### config.mk
export PLATFORM = sky130hd
export DESIGN_NAME = serial_loader
export DESIGN_NICKNAME = d
export VERILOG_FILES = /design/src/rtl/serial_loader.sv
export SDC_FILE = /design/constraint.sdc
export NUM_CORES = 1
export LEC_CHECK = 0
export ABC_CLOCK_PERIOD_IN_PS = 1500
export CELL_PAD_IN_SITES_DETAIL_PLACEMENT = 0
export CELL_PAD_IN_SITES_GLOBAL_PLACEMENT = 1
export CORE_MARGIN = 2
export CORE_UTILIZATION = 34
export DETAILED_ROUTE_END_ITERATION = 6
export PLACE_DENSITY_LB_ADDON = 0.1
export RECOVER_POWER = 50
export SYNTH_ARGS = -nofsm -noshare
export SYNTH_HDL_FRONTEND = slang
export SYNTH_SLANG_ARGS = --single-unit
### constraint.sdc
create_clock -name clk -period 1.5 [get_ports clk]
set_input_delay 0.225 -clock clk [delete_from_list [all_inputs] [get_ports clk]]
set_output_delay 0.225 -clock clk [all_outputs]
set_load 0.03 [all_outputs]
### src/rtl/serial_loader.sv
// Serial-to-parallel front end: start bit, WIDTH data bits (LSB first), optional parity bit.
// Define SERIAL_LOADER_PARITY_EN to add the even-parity check state and the error strobe.
module serial_loader #(
  parameter int WIDTH = 4
) (
  input  logic             clk,
  input  logic             reset,
  input  logic             clk_enable,
  input  logic             serial_valid,
  input  logic             serial_bit,
  output logic             serial_ready,
  output logic             write,
  output logic [WIDTH-1:0] data,
  output logic             busy,
  output logic             error
);

  localparam int CW = $clog2(WIDTH + 1);

  typedef enum logic [1:0] {
    IDLE  = 2'd0,
    SHIFT = 2'd1,
    DONE  = 2'd2
`ifdef SERIAL_LOADER_PARITY_EN
    , PARITY = 2'd3
`endif
  } state_t;

  state_t           state, state_next;
  logic [CW-1:0]    count, count_next;
  logic [WIDTH-1:0] shreg, shreg_next;
  logic             accept, last_bit, load;
`ifdef SERIAL_LOADER_PARITY_EN
  logic             par_err, err_q;
`endif

  // Ready depends on state only; DONE is the single cycle that refuses bits.
  assign serial_ready = (state != DONE);
  assign accept       = clk_enable && serial_valid && serial_ready;
  assign last_bit     = (count == CW'(WIDTH - 1));
  assign busy         = (state != IDLE);
  assign write        = (state == DONE);
  assign load         = (state_next == DONE) && (state != DONE);

  always_comb begin
    state_next = state;
    count_next = count;
    shreg_next = shreg;
`ifdef SERIAL_LOADER_PARITY_EN
    par_err    = 1'b0;
`endif
    case (state)
      IDLE: begin
        if (accept && !serial_bit) begin
          state_next = SHIFT;
          count_next = '0;
        end
      end
      SHIFT: begin
        if (accept) begin
          for (int i = 0; i < WIDTH; i++)
            if (count == CW'(i)) shreg_next[i] = serial_bit;
          count_next = count + CW'(1);
          if (last_bit)
`ifdef SERIAL_LOADER_PARITY_EN
            state_next = PARITY;
`else
            state_next = DONE;
`endif
        end
      end
`ifdef SERIAL_LOADER_PARITY_EN
      PARITY: begin
        if (accept) begin
          if (serial_bit == ^shreg) begin
            state_next = DONE;
          end else begin
            state_next = IDLE;
            par_err    = 1'b1;
          end
        end
      end
`endif
      DONE: begin
        if (clk_enable) state_next = IDLE;
      end
      default: state_next = IDLE;
    endcase
  end

  always_ff @(posedge clk) begin
    if (!reset) begin
      state <= IDLE;
      count <= '0;
      shreg <= '0;
      data  <= '0;
`ifdef SERIAL_LOADER_PARITY_EN
      err_q <= 1'b0;
`endif
    end else if (clk_enable) begin
      state <= state_next;
      count <= count_next;
      shreg <= shreg_next;
      // shreg_next already holds the final data bit on the entering edge
      if (load) data <= shreg_next;
`ifdef SERIAL_LOADER_PARITY_EN
      err_q <= par_err;
`endif
    end
  end

`ifdef SERIAL_LOADER_PARITY_EN
  assign error = err_q;
`else
  assign error = 1'b0;
`endif

endmodule

==> summary.md, run 1 <==
| Metric | Value |
|---|---|
| Status | finished, final reports clean |
| Fin. Hold Viols | 0 |
| Die area | 2330 um2 |
| Commonest non-fill, non-tap cells in the layout | dfxtp_1, inv_1, nand2_1, a21oi_1, buf_4 |
| Gpl congestion | 0.755 |
| VDD IR-drop max | 0.359 mV |
| # nets final | 107 |
| Via count | 567 |
| CP max FO | 3 |
| Yosys warnings | 0 |
| Ports | 13 |
| Critical Path Source Type | flip-flop |
| #FFs+latches synth | 12 |
| CTS tree | yes |
| Wire per inst | 11.7 um |
| Wire length on met1 | 693 um |
| GRT Util Overall | 15.4% |
| P&R area growth vs syn | 30.2% |
| Most common cell after layout, fill and taps aside | dfxtp_1 |
| CP Class | reg -> out |
| Final slew viol count | 0 |
| Max-cap viol count | 0 |
| RSZ-0062 raised after global routing | no |
| DP Wirelength | 1.11 mm |
| H-tree depth | 1 |
| Die Wd | 48.3 um |
| Antenna diodes | 0 |
| Top layer in use | met4 |
| Netlist Area Pre-Place | 667 um2 |
| Syn_nets | 86 |
| Most used flip-flop cell after synthesis | dfxtp_1 |
| Post-synthesis async set-or-reset flop share | 0% |
| Vias in the first global route | 533 |
| Leakage power | 0.396 nW |
| Initial antenna violation count | 0 |
| Postcts setup bufs | 0 |
| FMAX | 689 MHz |
| Sink Count | 12 |
| Sequential share of the synthesized area | 36.0% |
| Crit end category | output pin |
| Final period utilization | 96.8% |
| WHS Path Cells | 2 |
| Critical Path RT | 1.27 ns |
| Row count | 16 |
| Final instance area | 868 um2 |
| WP data arrival | 1.23 ns |
| Antenna viol nets, final | 0 |
| Total gr overflow | 0 |
| Vias per cell | 4.61 |
| Hold Path Class | reg -> reg |
| Iter 0 DRT Violations | 13 |
| CTS buffer count | 3 |
| Final setup violation count | 0 |
| Post-synth EDFFs | 0 |
| Pwr Total | 650 uW |
| Ratio of cells with drive above 1 in the final layout | 18.8% |
| Syn_area_per_cell | 8.77 um2 |
| Syn Inst Count | 76 |
| R2R depth | 4 |
| Initial core utilization | 35.1% |
| Clock skew | 0.000589 ns |
| Routed WL | 1.44 mm |
| R2R setup slack | 0.18 ns |
| Core area | 1900 um2 |
| Die Ht | 48.3 um |
| Drt pass-1 iters | 5 |
| Clock transition at path regs | 0.08 ns |
| Clock root buffer | clkbuf_4 |
| Max Root-Sink Buffers | 2 |
| Dpl cell area | 846 um2 |
| Final min period | 1.45 ns |
| Clk_lat worst skew | 0.28 ns |
| First-pass GRT wire length | 2.37 mm |
| Largest net degree at the start of global routing | 8 |
| WL met3 | 57 um |
| PD cells | 748 nW/um2 |
| Remaining DRCs | 0 |
| Buffers on Ports | 11 |
| Met2 WL | 673 um |
| Yosys cell types | 25 |
-- cell families (layout without fill, tap and decap cells) --
kind of cell	after synthesis	count (layout)	share of synthesized area (%)
buffers and inverters	11	31	7.88
AOI/OAI and AO/OA	17	17	16.5
DFF	12	12	36.0
muxes	6	6	9.01
and+or+nand+nor	24	24	20.6
adders and majority gates	5	5	9.38
other	1	1	0.562
-- registers in the layout, indices dropped and copies added, names as in the netlist --
signal / cells
data: 4
shreg: 3
count: 3
state: 2
-- cell type report --
type	count	area [um2]
fillers	203	1030
flip-flops and latches	12	240
inverters	8	30.0
clock buffers	4	36.3
well taps	27	33.8
repair buffers	19	154
multi-input cells	53	374
-- metal layers --
layer	up-vias	GRT usage, %
li1	297	-
met1	255	21.2
met2	13	22.4
met3	2	3.33
met4	0	8.11
met5	-	0
-- final timing paths --
kind / from / end
worst min register to register: data[3] / data[3]
worst max register to register: count[0] / state[1]
worst min-delay path: data[3] / data[3]
worst max-delay path: state[0] / busy
-- power breakdown --
part | internal, mW | switching (mW) | total, mW
Combinational | 0.0280 | 0.0328 | 0.0608
Clock | 0.148 | 0.119 | 0.267
Sequential | 0.320 | 0.00166 | 0.322
-- worst max-delay path, stage by stage, from the launching register on --
cell and delay (ns):
dfxtp_1 0.32, or2_2 0.29, clkdlybuf4s15_1 0.34
-- Yosys cell counts (3+ instances only) --
cell	count	area, um2
o21ai_0	4	20.0
nor2b_1	4	25.0
a21oi_1	8	40.0
nand2_1	8	30.0
dfxtp_1	12	240
nand4_1	3	18.8
mux2i_1	6	60.1
inv_1	8	30.0
a211oi_2	3	37.5
ha_1	5	62.6
-- metrics by stage --
| stage | TNS, ns | cells | utilization [%] | setup WS [ns] | hold WS [ns] |
|---|---|---|---|---|---|
| finish | 0 | 123 | 45.7 | 0.0479 | 0.455 |
| global route | 0 | 123 | 45.7 | 0.00526 | 0.485 |
| CTS | 0 | 123 | 46.0 | 0.00215 | 0.459 |
| detailed placement | -0.0265 | 119 | 44.5 | -0.0265 | 0.450 |
| global placement | -0.0107 | 119 | 44.5 | -0.0107 | 0.440 |
| floorplan | 0 | 76 | - | 0.303 | 0.368 |
-- timing repair --
item,in CTS,in global routing
setup endpoints to repair,6,2
hold buffers,0,0
resized for setup,6,3
hold endpoints to repair,0,0
Power figures use the tool's default switching activity.
==> run 2, diff against run 1 <==
--- a/config.mk
+++ b/config.mk
@@ -6,6 +6,7 @@
 export NUM_CORES = 1
 export LEC_CHECK = 0
 export ABC_CLOCK_PERIOD_IN_PS = 1500
+export CAP_MARGIN = 5
 export CELL_PAD_IN_SITES_DETAIL_PLACEMENT = 0
 export CELL_PAD_IN_SITES_GLOBAL_PLACEMENT = 1
 export CORE_MARGIN = 2
==> results of run 2 <==
Same layout as run 1: the final DEF is identical, and so are final timing and power.
==> run 3, diff against run 2 <==
--- a/config.mk
+++ b/config.mk
@@ -12,8 +12,10 @@
 export CORE_MARGIN = 2
 export CORE_UTILIZATION = 34
 export DETAILED_ROUTE_END_ITERATION = 6
+export GPL_TIMING_DRIVEN = 0
 export PLACE_DENSITY_LB_ADDON = 0.1
 export RECOVER_POWER = 50
+export SLEW_MARGIN = 20
 export SYNTH_ARGS = -nofsm -noshare
 export SYNTH_HDL_FRONTEND = slang
 export SYNTH_SLANG_ARGS = --single-unit
==> run 3 against run 2 <==
- wire length fell by 11%
- critical endpoint unchanged
- flip-flop and latch count did not move
- utilization fell by 2.2 points
- cell area fell by 4.9%
- clock skew rose by 0.0014 ns
==> summary.md, run 3 (synthesized netlist as in run 1, its figures left out) <==
| Metric | Value |
|---|---|
| Status | finished, final reports clean (unchanged) |
| Clock transition at path regs | 0.08 ns (about the same) |
| Ratio of cells with drive above 1 in the final layout | 17.8% (was 18.8%) |
| Gpl congestion | 0.717 (was 0.755) |
| Core area | 1900 um2 (unchanged) |
| CTS buffer count | 3 (unchanged) |
| Remaining DRCs | 0 (unchanged) |
| CP Class | reg -> out (unchanged) |
| Critical Path RT | 1.27 ns (about the same) |
| Drt pass-1 iters | 2 (was 5) |
| Clk_lat worst skew | 0.28 ns (about the same) |
| Critical Path Source Type | flip-flop (unchanged) |
| Largest net degree at the start of global routing | 10 (was 8) |
| Total gr overflow | 0 (unchanged) |
| Setup TNS | 0 ns (unchanged) |
| Fin. Hold Viols | 0 (unchanged) |
| First-pass GRT wire length | 2.10 mm (was 2.37 mm) |
| Largest stage delay on the critical path | 0.36 ns (was 0.34 ns) |
| Row count | 16 (unchanged) |
| P&R area growth vs syn | 23.8% (was 30.2%) |
| Final setup violation count | 0 (unchanged) |
| Commonest non-fill, non-tap cells in the layout | dfxtp_1, inv_1, nand2_1, a21oi_1, mux2i_1 (was dfxtp_1, inv_1, nand2_1, a21oi_1, buf_4) |
| Slowest cell on crit path | dfxtp_2 (was clkdlybuf4s15_1) |
| Placed cells | 113 (was 119) |
| Initial core utilization | 35.1% (unchanged) |
| Post-cts hold buffer count | 0 (unchanged) |
| Hold Path Class | in -> reg (was reg -> reg) |
| Initial antenna violation count | 0 (unchanged) |
| Vias per cell | 4.68 (was 4.61) |
| Fin util | 43.4% (was 45.7%) |
| Via count | 548 (was 567) |
| Max FFs per register | 4 (unchanged) |
| WHS Path Cells | 2 (unchanged) |
| GRT Util Overall | 13.7% (was 15.4%) |
| Clock root buffer | clkbuf_4 (unchanged) |
| FMAX | 695 MHz (was 689 MHz) |
| CP max FO | 8 (was 3) |
| Buf+Inv Stages, Crit Path | 1 (unchanged) |
| Dpl cell area | 801 um2 (was 846 um2) |
| Leakage power | 0.369 nW (was 0.396 nW) |
| Buffers on Ports | 10 (was 11) |
| Post-Layout Cell Count | 117 (was 123) |
| Die Wd | 48.3 um (unchanged) |
| Antenna diodes | 0 (unchanged) |
| Max-cap viol count | 0 (unchanged) |
| RSZ-0062 raised after global routing | no (unchanged) |
| Die area | 2330 um2 (unchanged) |
| Largest regs | data x4, count x3, shreg x3 (unchanged) |
| Clock skew | 0.00197 ns (was 0.000589 ns) |
| Register name with the most flops | data (unchanged) |
| Pwr Total | 639 uW (was 650 uW) |
| H-tree depth | 1 (unchanged) |
| Iter 0 DRT Violations | 10 (was 13) |
| Max Root-Sink Buffers | 2 (unchanged) |
| Crit path depth | 2 (unchanged) |
| Final slew viol count | 0 (unchanged) |
| Vias in the first global route | 460 (was 533) |
| Crit end category | output pin (unchanged) |
| Most common cell after layout, fill and taps aside | dfxtp_1 (unchanged) |
| Die Ht | 48.3 um (unchanged) |
| # nets final | 101 (was 107) |
| Fillers | 199 (was 203) |
| PD cells | 774 nW/um2 (was 748 nW/um2) |
| Final instance area | 826 um2 (was 868 um2) |
| Crit-path cells | or2_2 > clkdlybuf4s15_2 (was or2_2 > clkdlybuf4s15_1) |
| CP delay by family, top | flip-flops (was buffers and inverters) |
| Wire per inst | 10.9 um (was 11.7 um) |
| Ports | 13 (unchanged) |
| CTS tree | yes (unchanged) |
| VDD IR-drop max | 0.433 mV (was 0.359 mV) |
| Sink Count | 12 (unchanged) |
| Post-CTS Resized | 13 (was 6) |
| Final period utilization | 96.0% (was 96.8%) |
| DP Wirelength | 966 um (was 1.11 mm) |
| WP data arrival | 1.21 ns (was 1.23 ns) |
| Postcts setup bufs | 0 (unchanged) |
| Routed WL | 1.28 mm (was 1.44 mm) |
| Final min period | 1.44 ns (was 1.45 ns) |
| Antenna viol nets, final | 0 (unchanged) |
| R2R depth | 4 (unchanged) |
## run 3: final cells by class
cell class | count | area [um2] | share of cell area, %
multi-input cells | 53 | 374 | 45.3
flip-flops and latches | 12 | 243 | 29.4
repair buffers | 10 | 86.3 | 10.5
clock buffers | 4 | 36.3 | 4.39
well taps | 27 | 33.8 | 4.09
inverters | 8 | 30.0 | 3.64
plain buffers | 3 | 22.5 | 2.73
## run 3: where the power goes
part           switching (mW)  internal [mW]
sequential            0.00313          0.321
combinational          0.0296         0.0198
clock                   0.118          0.148
total                   0.151          0.488
## run 3: final timing paths
| path | end | slack, ns | startpoint |
|---|---|---|---|
| min reg2reg | data[3] | 0.45 | data[3] |
| max reg2reg | state[1] | 0.21 | count[0] |
| min | state[1] | 0.30 | reset |
| max | busy | 0.06 | state[0] |
## run 3: routing by layer
metal,wire length [um],up-vias,track usage (%)
met4,41,0,9.73
met5,0,-,0
met3,52,5,2.22
met2,530,12,18.9
met1,657,245,19.1
li1,-,286,-
## run 3: metrics by stage
step	setup slack [ns]	hold WS (ns)
after global placement	-0.0845	0.442
final	0.0607	0.300
after CTS	0.0151	0.304
after global routing	0.0202	0.338
after floorplan	0.303	0.368
after detailed placement	-0.0913	0.444
